## config.mk

```make
export PLATFORM = sky130hd
export DESIGN_NAME = seq_detector_param_flat
export DESIGN_NICKNAME = d
export VERILOG_FILES = /design/src/rtl/seq_det_pkg.sv /design/src/rtl/seq_detector_param_if.sv /design/src/rtl/seq_det_history.sv /design/src/rtl/seq_detector_param.sv /design/src/flat_wrapper.sv
export SDC_FILE = /design/constraint.sdc
export NUM_CORES = 1
export LEC_CHECK = 0
export BUFFER_PORTS_ARGS = -buffer_cell sky130_fd_sc_hd__buf_4
export CELL_PAD_IN_SITES_DETAIL_PLACEMENT = 1
export CELL_PAD_IN_SITES_GLOBAL_PLACEMENT = 1
export CORE_MARGIN = 5
export CORE_UTILIZATION = 23
export CTS_CLUSTER_SIZE = 10
export DETAILED_ROUTE_END_ITERATION = 16
export PLACE_DENSITY_LB_ADDON = 0.1
export SLEW_MARGIN = 10
export SYNTH_ARGS = -nofsm -noshare
export SYNTH_HDL_FRONTEND = slang
export SYNTH_HIERARCHICAL = 1
export SYNTH_SLANG_ARGS = --single-unit
export TNS_END_PERCENT = 50
```

## constraint.sdc

```tcl
create_clock -name clk -period 2.1 [get_ports clk]
set_clock_uncertainty 0.1 [all_clocks]
set_input_delay 0.105 -clock clk [delete_from_list [all_inputs] [get_ports clk]]
set_output_delay 0.105 -clock clk [all_outputs]
set_load 0.005 [all_outputs]
```

## src/rtl/seq_det_pkg.sv

```systemverilog
// Shared constants and helpers for the parametrised serial pattern detector.
// Imported by the history sub-module and the detector top level.
package seq_det_pkg;

  localparam int         PATTERN_W_MAX   = 32;
  localparam logic [3:0] DEFAULT_PATTERN = 4'b1010;

  // Fill counts 0..PATTERN_W-1, so $clog2(PATTERN_W) bits suffice.
  function automatic int fill_width(input int pattern_w);
    return (pattern_w < 2) ? 1 : $clog2(pattern_w);
  endfunction

endpackage

```

## src/rtl/seq_detector_param_if.sv

```systemverilog
// Bit-stream, configuration and match-report bundle of the pattern detector.
// The detector sits on the slave side; stream source and consumer use master.
interface seq_detector_param_if #(
  parameter int PATTERN_W = 4,
  parameter int CNT_W     = 8
);

  logic                 in_valid;
  logic                 in_bit;
  logic                 cfg_load;
  logic [PATTERN_W-1:0] cfg_pattern;
  logic                 cfg_overlap;
  logic                 count_clear;
  logic                 match;
  logic                 match_q;
  logic [CNT_W-1:0]     match_count;
  logic [PATTERN_W-1:0] pattern;

  modport master (
    output in_valid, in_bit, cfg_load, cfg_pattern, cfg_overlap, count_clear,
    input  match, match_q, match_count, pattern
  );

  modport slave (
    input  in_valid, in_bit, cfg_load, cfg_pattern, cfg_overlap, count_clear,
    output match, match_q, match_count, pattern
  );

endinterface

```

## src/rtl/seq_det_history.sv

```systemverilog
// Bit history shift register with a saturating count of valid bits held.
// flush empties everything; clear restarts the count while the shift still happens.
module seq_det_history
  import seq_det_pkg::*;
#(
  parameter int PATTERN_W = 4,
  parameter int FILL_W    = fill_width(PATTERN_W)
) (
  input  logic                 clk,
  input  logic                 reset,
  input  logic                 shift_i,
  input  logic                 bit_i,
  input  logic                 flush_i,
  input  logic                 clear_i,
  output logic [PATTERN_W-2:0] hist_o,
  output logic [FILL_W-1:0]    fill_o
);

  localparam int                HIST_W    = PATTERN_W - 1;
  localparam logic [FILL_W-1:0] FILL_FULL = FILL_W'(PATTERN_W - 1);

  logic [HIST_W-1:0] hist_q, hist_d;
  logic [FILL_W-1:0] fill_q, fill_d;

  always_comb begin
    hist_d = hist_q;
    fill_d = fill_q;
    if (flush_i) begin
      hist_d = '0;
      fill_d = '0;
    end else if (shift_i) begin
      // Oldest bit falls off the top; only the newest PATTERN_W-1 are kept.
      hist_d = HIST_W'({hist_q, bit_i});
      if (clear_i) begin
        fill_d = '0;
      end else if (fill_q != FILL_FULL) begin
        fill_d = fill_q + 1'b1;
      end
    end
  end

  always_ff @(posedge clk or posedge reset) begin
    if (reset) begin
      hist_q <= '0;
      fill_q <= '0;
    end else begin
      hist_q <= hist_d;
      fill_q <= fill_d;
    end
  end

  assign hist_o = hist_q;
  assign fill_o = fill_q;

endmodule

```

## src/rtl/seq_detector_param.sv

```systemverilog
// Serial pattern detector with runtime pattern/overlap config and a saturating match counter.
// match is combinational on the final bit; match_q follows one cycle later.
module seq_detector_param
  import seq_det_pkg::*;
#(
  parameter int                   PATTERN_W     = 4,
  parameter logic [PATTERN_W-1:0] RESET_PATTERN = PATTERN_W'(DEFAULT_PATTERN),
  parameter logic                 RESET_OVERLAP = 1'b1,
  parameter int                   CNT_W         = 8
) (
  input logic                 clk,
  input logic                 reset,
  seq_detector_param_if.slave bus
);

  localparam int                FILL_W    = fill_width(PATTERN_W);
  localparam logic [FILL_W-1:0] FILL_FULL = FILL_W'(PATTERN_W - 1);

  if (PATTERN_W < 2 || PATTERN_W > PATTERN_W_MAX) begin : g_bad_width
    $error("seq_detector_param: PATTERN_W out of range 2..32");
  end

  logic [PATTERN_W-1:0] pattern_q, pattern_d;
  logic                 overlap_q, overlap_d;
  logic [CNT_W-1:0]     count_q, count_d;
  logic                 match_dly_q, match_dly_d;

  logic [PATTERN_W-2:0] hist;
  logic [FILL_W-1:0]    fill;
  logic                 accept;
  logic                 match;

  // A bit presented alongside cfg_load is dropped, never shifted in.
  assign accept = bus.in_valid & ~bus.cfg_load;
  assign match  = accept & (fill == FILL_FULL) & ({hist, bus.in_bit} == pattern_q);

  seq_det_history #(
    .PATTERN_W (PATTERN_W),
    .FILL_W    (FILL_W)
  ) u_history (
    .clk     (clk),
    .reset   (reset),
    .shift_i (accept),
    .bit_i   (bus.in_bit),
    .flush_i (bus.cfg_load),
    .clear_i (match & ~overlap_q),
    .hist_o  (hist),
    .fill_o  (fill)
  );

  always_comb begin
    pattern_d = pattern_q;
    overlap_d = overlap_q;
    if (bus.cfg_load) begin
      pattern_d = bus.cfg_pattern;
      overlap_d = bus.cfg_overlap;
    end
  end

  always_comb begin
    count_d = count_q;
    if (bus.count_clear) begin
      count_d = '0;
    end else if (match && (count_q != {CNT_W{1'b1}})) begin
      count_d = count_q + 1'b1;
    end
  end

  assign match_dly_d = match;

  always_ff @(posedge clk or posedge reset) begin
    if (reset) begin
      pattern_q   <= RESET_PATTERN;
      overlap_q   <= RESET_OVERLAP;
      count_q     <= '0;
      match_dly_q <= 1'b0;
    end else begin
      pattern_q   <= pattern_d;
      overlap_q   <= overlap_d;
      count_q     <= count_d;
      match_dly_q <= match_dly_d;
    end
  end

  assign bus.match       = match;
  assign bus.match_q     = match_dly_q;
  assign bus.match_count = count_q;
  assign bus.pattern     = pattern_q;

endmodule

```

## src/flat_wrapper.sv

```systemverilog
// flat-port wrapper written by rule: the top's interface ports become plain ports
module seq_detector_param_flat import seq_det_pkg::*;
#(
  parameter int                   PATTERN_W     = 4,
  parameter logic [PATTERN_W-1:0] RESET_PATTERN = PATTERN_W'(DEFAULT_PATTERN),
  parameter logic                 RESET_OVERLAP = 1'b1,
  parameter int                   CNT_W         = 8
)
  (clk, reset, bus_in_valid, bus_in_bit, bus_cfg_load, bus_cfg_pattern, bus_cfg_overlap, bus_count_clear, bus_match, bus_match_q, bus_match_count, bus_pattern);
  seq_detector_param_if #(.PATTERN_W(PATTERN_W), .CNT_W(CNT_W)) bus_i ();
  input logic clk;
  input logic reset;
  input wire logic [$bits(bus_i.in_valid)-1:0] bus_in_valid;
  input wire logic [$bits(bus_i.in_bit)-1:0] bus_in_bit;
  input wire logic [$bits(bus_i.cfg_load)-1:0] bus_cfg_load;
  input wire logic [$bits(bus_i.cfg_pattern)-1:0] bus_cfg_pattern;
  input wire logic [$bits(bus_i.cfg_overlap)-1:0] bus_cfg_overlap;
  input wire logic [$bits(bus_i.count_clear)-1:0] bus_count_clear;
  output wire logic [$bits(bus_i.match)-1:0] bus_match;
  output wire logic [$bits(bus_i.match_q)-1:0] bus_match_q;
  output wire logic [$bits(bus_i.match_count)-1:0] bus_match_count;
  output wire logic [$bits(bus_i.pattern)-1:0] bus_pattern;
  assign bus_i.in_valid = bus_in_valid;
  assign bus_i.in_bit = bus_in_bit;
  assign bus_i.cfg_load = bus_cfg_load;
  assign bus_i.cfg_pattern = bus_cfg_pattern;
  assign bus_i.cfg_overlap = bus_cfg_overlap;
  assign bus_i.count_clear = bus_count_clear;
  assign bus_match = bus_i.match;
  assign bus_match_q = bus_i.match_q;
  assign bus_match_count = bus_i.match_count;
  assign bus_pattern = bus_i.pattern;
  seq_detector_param #(.PATTERN_W(PATTERN_W), .RESET_PATTERN(RESET_PATTERN), .RESET_OVERLAP(RESET_OVERLAP), .CNT_W(CNT_W)) u_core (.clk(clk), .reset(reset), .bus(bus_i));
endmodule
```

==> results of run 1 <==
==> stage by stage <==
step | util | instance area (sq um) | total power (W)
6_report | 0.330 | 1440 | 0.000772
5_1_grt | 0.330 | 1440 | 0.000812
4_1_cts | 0.328 | 1430 | 0.000789
3_5_place_dp | 0.301 | 1310 | 0.000506
3_3_place_gp | 0.301 | 1310 | 0.000503
2_1_floorplan | - | 1030 | 0.000456
==> repair_timing <==
action | 4_1_cts | 5_1_grt
endpoints found under the setup margin | 0 | 2
hold buffers | 7 | 0
hold endpoints to repair | 27 | 0
gates resized for setup | 0 | 1
buffers inserted | 0 | 1
==> registers in the layout, summed over array words and instances, names as in the netlist <==
| name | cells |
|---|---|
| u_core/bus.match_q | 1 |
| u_core/bus.pattern | 4 |
| u_core/u_history/hist_o | 3 |
| u_core/u_history/fill_o | 2 |
| u_core/overlap_q | 1 |
| u_core/bus.match_count | 8 |
==> cells by family after synthesis <==
| logic type | Yosys count | synth area share |
|---|---|---|
| flops | 19 | 0.466 |
| compound gates | 18 | 0.120 |
| xor+xnor | 4 | 0.0523 |
| mux | 10 | 0.106 |
| fa+ha+maj | 2 | 0.0243 |
| buf+inv | 6 | 0.0292 |
| simple gates | 34 | 0.202 |
==> per-layer routing <==
layer | share of wire | vias up
met2 | 0.50 | 17
li1 | - | 420
met3 | 0.051 | 2
met5 | 0 | -
met4 | 0.0087 | 0
met1 | 0.44 | 439
==> critical path: stages (launching register included) <==
cell and delay, ps:
dfrtp_1 460, xnor2_4 190, and2_2 210, and2_1 160, nor2b_1 150, or4_1 540, a21oi_2 150
==> power breakdown <==
group          leakage (nW)  switching [W]  internal (W)
logic                 0.392      0.0000497     0.0000641
clock network        0.0255       0.000131      0.000132
registers             0.249      0.0000130      0.000383
==> cells in the final DEF, fill, tap and decap left out, types with 2 or more instances in the layout <==
master         instances
a21oi_1                6
buf_4                 32
clkbuf_8               3
dfrtp_1               16
dfstp_2                3
dlygate4sd3_1          7
ha_1                   2
inv_1                  3
mux2_2                 6
mux2i_1                3
nand2_1                2
nand3_1                7
nor2_1                 7
nor2b_1                5
o21ai_0                4
o31ai_1                3
or4_1                  5
xnor2_1                3
==> area by class of cell <==
class | instances | share of cell area
clock inverter | 1 | 0.00348
inverter | 4 | 0.0104
multi-input combinational | 68 | 0.363
timing repair buffer | 39 | 0.216
tap | 52 | 0.0452
sequential | 19 | 0.333
clock buffer | 3 | 0.0287
==> worst paths after layout <==
kind                            cells after the start  slack (ps)                         end                        from
min in group asynchronous                           3         220  u_core/u_history/fill_o[1]                       reset
worst max-delay path                                6          70  u_core/u_history/fill_o[0]       u_core/bus.pattern[0]
worst min-delay path                                2           2  u_core/u_history/fill_o[0]                bus_cfg_load
max in group asynchronous                           3        1100   u_core/bus.match_count[3]                       reset
worst min register to register                      2         460  u_core/u_history/hist_o[2]  u_core/u_history/hist_o[2]
worst max register to register                      6          70  u_core/u_history/fill_o[0]       u_core/bus.pattern[0]
==> results by group, run 1 <==
Outcome
  – Status: finished clean

Pwr
  – Leakage: 0.667 nW
  – Power per cell area: 537 nW/um^2
  – VDD IR max: 0.252 mV

GRT
  – Total gr overflow: 0
  – GR Util met1: 0.116
  – GRT met2 Usage: 0.157
  – Largest net degree at the start of global routing: 15
  – Vias in the first global route: 962
  – Top Usage Layer GRT: met2
  – First-pass GRT wire length: 4.60 mm
  – Initial antenna violation count: 0
  – Total GRT Usage: 0.0967
  – Met3 usage: 0.0363

STA
  – Final hold vios: 0
  – Worst hold slack: 1.60 ps
  – Max Fclk: 0.493 GHz
  – Slew Limit Fails: 0
  – Worst-margin pin slew: 631 ps
  – Relative slew margins: 0.579
  – Period utilization: 0.965
  – Min cycle time layout: 2030 ps
  – TNS Setup: 0 ps
  – Setup ws final: 72.8 ps
  – Final Setup Violations: 0

Die
  – Die width: 76.9 um
  – Rows: 24
  – Initial Util: 0.236
  – I/O pin total: 25
  – Core area: 4350 sq um
  – Die area: 5910 sq um
  – Chip height: 76.9 um

Layout
  – Layout cells sized above 1: 0.403
  – Final #Nets: 148
  – Fill cell count: 480
  – Area occupied by multi-input gates: 523 sq um
  – Area grow syn2layout: 39.9%
  – Post-Layout Cell Count: 186
  – Antenna Diode Count: 0
  – Register Area: 479 sq um

Placed design
  – Inst Count DP: 174
  – Post-placement setup slack: 92.8 ps
  – I/O Buffers: 24
  – Gpl congestion: 0.670
  – Hpwl dp: 2.00 mm

Synth
  – Synthesized net count: 106
  – Async SR Flop Fraction: 1.00
  – Most common cell in the netlist: dfrtp_1
  – Number of synthesized register bits: 19
  – Area leader, netlist: dfrtp_1
  – Sequential area share after synthesis: 0.466
  – Post-synth cell types: 32
  – Yosys top cell area share: 0.389
  – EDFF count, synth: 0
  – Syn Inst Count: 93
  – Post-synth top flop: dfrtp_1
  – Synth warn: 6
  – Synth area leaders: dfrtp_1 39%, dfstp_2 7.7%, mux2_2 6.6%
  – Synth Area per Inst: 11.1 sq um
  – Post-Syn Area: 1030 sq um
  – Post-synth top cells: 16 x dfrtp_1, 7 x a21oi_1, 7 x nand3_1, 7 x nor2_1, 6 x mux2_2

CTS
  – CTS tree: built
  – Worst-skew pair later-pin latency: 260 ps
  – Num CTS Buffers: 3
  – # H-tree levels: 1
  – Clk pin slew, worst setup/hold paths: 80 ps
  – CTS max path bufs: 2
  – Root Buffer: clkbuf_8
  – Clk sinks: 19

Critical path
  – CP endpoint kind: register
  – CP Data Arrival Time: 2120 ps
  – Crit path required time: 2190 ps
  – Critical path class: reg2reg
  – Peak fanout along the critical path: 3
  – CP Launch Type: register

Detailed routing
  – Routed Antenna Nets: 0
  – Drt wl/cell: 14.8 um
  – DRC: 0
  – Routed vias/inst: 4.72
  – First drt pass iteration count: 2
  – Number of DRC markers in iteration 0: 32
  – Final WL: 2.75 mm
  – DR vias: 878

Flow run
  – Max-Cap Viols: 0

Min path
  – Hold Path Class: in2reg
Power figures use the tool's default switching activity.
==> run 2: changes to the inputs <==
--- a/config.mk
+++ b/config.mk
@@ -8,8 +8,9 @@
 export BUFFER_PORTS_ARGS = -buffer_cell sky130_fd_sc_hd__buf_4
 export CELL_PAD_IN_SITES_DETAIL_PLACEMENT = 1
 export CELL_PAD_IN_SITES_GLOBAL_PLACEMENT = 1
-export CORE_MARGIN = 5
+export CORE_MARGIN = 8
 export CORE_UTILIZATION = 23
+export CTS_BUF_LIST = sky130_fd_sc_hd__clkbuf_8
 export CTS_CLUSTER_SIZE = 10
 export DETAILED_ROUTE_END_ITERATION = 16
 export PLACE_DENSITY_LB_ADDON = 0.1
==> constraint.sdc (replaced) <==
create_clock -name clk -period 1.75 [get_ports clk]
set_clock_uncertainty 0.1 [all_clocks]
set_input_delay 0.0875 -clock clk [delete_from_list [all_inputs] [get_ports clk]]
set_output_delay 0.0875 -clock clk [all_outputs]
set_load 0.005 [all_outputs]
==> results by group, run 2 (synthesized netlist as in run 1, its figures left out) <==
Outcome
  – Status: complete, but fails checks (was finished clean)
  – Failing checks: negative setup slack

STA
  – Slew Limit Fails: 0 (unchanged)
  – RSZ-0062 raised after global routing: true
  – Final hold vios: 0 (unchanged)
  – Final Setup Violations: 6 (was 0)
  – Relative slew margins: 0.592 (was 0.579)
  – Max Fclk: 0.528 GHz (was 0.493 GHz)
  – Setup ws final: -144 ps (was 72.8 ps)
  – Min cycle time layout: 1890 ps (was 2030 ps)
  – Period utilization: 1.08 (was 0.965)
  – Worst-margin pin slew: 611 ps (was 631 ps)
  – TNS Setup: -615 ps (was 0 ps)

CTS
  – Num CTS Buffers: 3 (unchanged)
  – CTS max path bufs: 2 (unchanged)
  – CTS tree: built (unchanged)
  – # H-tree levels: 1 (unchanged)
  – Root Buffer: clkbuf_8 (unchanged)
  – Clk pin slew, worst setup/hold paths: 80 ps (about the same)
  – Worst-skew pair later-pin latency: 260 ps (about the same)
  – Clk sinks: 19 (unchanged)

Min path
  – Hold path start: bus_in_bit (was bus_cfg_load)
  – Hold Path Class: in2reg (unchanged)

Layout
  – Largest register FFs: 8 (unchanged)
  – Area grow syn2layout: 61.1% (was 39.9%)
  – Final core utilization: 0.383 (was 0.330)
  – Most frequent cells in the layout: 48 x buf_4, 15 x dfrtp_1, 7 x dlygate4sd3_1, 7 x nor2_1, 6 x mux2_2 (was 32 x buf_4, 16 x dfrtp_1, 7 x dlygate4sd3_1, 7 x nand3_1, 7 x nor2_1)
  – Area occupied by multi-input gates: 608 sq um (was 523 sq um)
  – Final #Nets: 165 (was 148)
  – Fill cell count: 504 (was 480)
  – Register Area: 480 sq um (was 479 sq um)
  – Layout cells sized above 1: 0.596 (was 0.403)
  – Commonest non-fill, non-tap cell in the layout: buf_4 (unchanged)
  – Antenna Diode Count: 0 (unchanged)

Die
  – Initial Util: 0.238 (was 0.236)
  – I/O pin total: 25 (unchanged)
  – Core area: 4320 sq um (was 4350 sq um)
  – Die width: 82.9 um (was 76.9 um)
  – Rows: 24 (unchanged)
  – Chip height: 82.9 um (was 76.9 um)
  – Die area: 6870 sq um (was 5910 sq um)

Detailed routing
  – Final WL: 3.01 mm (was 2.75 mm)
  – Drt wl/cell: 14.8 um (about the same)
  – Routed Antenna Nets: 0 (unchanged)
  – DR vias: 933 (was 878)
  – Routed vias/inst: 4.60 (was 4.72)
  – First drt pass iteration count: 2 (unchanged)
  – DRC: 0 (unchanged)
  – Number of DRC markers in iteration 0: 25 (was 32)

Critical path
  – R2R Setup Slk: -140 ps (was 70 ps)
  – Most Frequent Cell on Critical Path: and2_4
  – CP max stage delay: 510 ps (was 540 ps)
  – Worst reg2reg path depth: 6 (unchanged)
  – CP Cell Sequence: and4b_2 > and2_4 > and2_4 > nor2b_4 > or4b_4 > a21oi_2 (was xnor2_4 > and2_2 > and2_1 > nor2b_1 > or4_1 > a21oi_2)
  – R2R Path End: u_core/u_history/fill_o[1] (was u_core/u_history/fill_o[0])
  – CP Data Arrival Time: 1980 ps (was 2120 ps)
  – Peak fanout along the critical path: 3 (unchanged)
  – Critical Path Start: u_core/u_history/fill_o[0] (was u_core/bus.pattern[0])
  – Critical path class: reg2reg (unchanged)
  – Worst Setup EP: u_core/u_history/fill_o[1] (was u_core/u_history/fill_o[0])
  – CP Launch Type: register (unchanged)
  – Reg-to-Reg Start: u_core/u_history/fill_o[0] (was u_core/bus.pattern[0])
  – Crit path required time: 1830 ps (was 2190 ps)
  – CP endpoint kind: register (unchanged)
  – CP max stage cell: or4b_4 (was or4_1)

Pwr
  – VDD IR max: 0.220 mV (was 0.252 mV)
  – Leakage: 0.775 nW (was 0.667 nW)
  – Net Sw Frac: 0.254 (was 0.250)
  – Net switching power: 0.000247 W (was 0.000193 W)
  – Power per cell area: 586 nW/um^2 (was 537 nW/um^2)
  – Comb pwr share: 0.183 (was 0.147)
  – Flop pwr share: 0.490 (was 0.513)
  – Clock power frac: 0.327 (was 0.340)
  – P_int: 0.000724 W (was 0.000579 W)

Flow run
  – Max-Cap Viols: 0 (unchanged)

Placed design
  – Hpwl dp: 2.42 mm (was 2.00 mm)
  – I/O Buffers: 24 (unchanged)
  – Gpl congestion: 0.791 (was 0.670)

GRT
  – Initial antenna violation count: 0 (unchanged)
  – Largest net degree at the start of global routing: 15 (unchanged)
  – Total gr overflow: 0 (unchanged)
  – Total GRT Usage: 0.0890 (was 0.0967)
  – Vias in the first global route: 1045 (was 962)
  – First-pass GRT wire length: 5.06 mm (was 4.60 mm)
run 2: cell types whose count changed in the layout (fill, tap and decap cells not counted), moves of 4 or more:
| cell | delta |
|---|---|
| a21oi_1 | -4 |
| a21oi_2 | +4 |
| buf_4 | +16 |
| or4_1 | -4 |
| or4_4 | +4 |
run 2: what timing repair did:
item,in CTS,in global routing
pin swaps,8,9
resized for setup,7,7
endpoints found under the hold margin,27,0
hold buffers,7,0
setup buffers,4,0
setup endpoints to repair,6,8
run 2: per-stage QoR:
stage / worst slack [ps] / hold slack, ps / cell area (sq um) / std cells / power [W]
2_1_floorplan: -103 / -234 / 1070 / 93 / 0.000557
3_3_place_gp: -80.5 / -78.7 / 1450 / 188 / 0.000632
3_5_place_dp: -169 / -71.5 / 1450 / 188 / 0.000636
4_1_cts: -179 / 35.7 / 1630 / 203 / 0.000990
5_1_grt: -179 / 46.4 / 1660 / 203 / 0.00103
6_report: -144 / 28.3 / 1660 / 203 / 0.000971
run 2: worst min path at each step:
stage	cells past startpoint	end	slack (ps)
floorplan	1	u_core/u_history/fill_o[0]	-230
global placement	2	u_core/u_history/hist_o[0]	-80
detailed placement	2	u_core/u_history/hist_o[1]	-70
CTS	3	u_core/u_history/hist_o[0]	40
global route	3	u_core/u_history/hist_o[0]	50
finish	3	u_core/u_history/hist_o[0]	30
run 2: power by group through the flow:
| stage | Sequential, W | Clock (W) | Combinational (W) |
|---|---|---|---|
| 2_1_floorplan | 0.000485 | 0 | 0.0000727 |
| 3_3_place_gp | 0.000484 | 0 | 0.000147 |
| 3_5_place_dp | 0.000485 | 0 | 0.000151 |
| 4_1_cts | 0.000476 | 0.000338 | 0.000177 |
| 5_1_grt | 0.000479 | 0.000357 | 0.000194 |
| 6_report | 0.000476 | 0.000317 | 0.000178 |
run 2: final cells by class:
| type | count | area share |
|---|---|---|
| clock inverters | 1 | 0.00302 |
| inverters | 4 | 0.00906 |
| multi-input cells | 68 | 0.367 |
| flip-flops and latches | 19 | 0.290 |
| clock buffers | 3 | 0.0249 |
| well taps | 52 | 0.0393 |
| repair buffers | 56 | 0.267 |
run 2: critical path, delay by kind of cell (launching register included):
family / cells / cell delay, ps
simple gates: 5 / 1190
flops: 1 / 390
compound gates: 1 / 140
run 2: per-layer routing:
layer,wire length [um],share of wire,GRT usage
met4,44,0.015,0.0399
met1,1300,0.43,0.102
met2,1530,0.51,0.151
met3,134,0.045,0.0234
met5,0,0,0
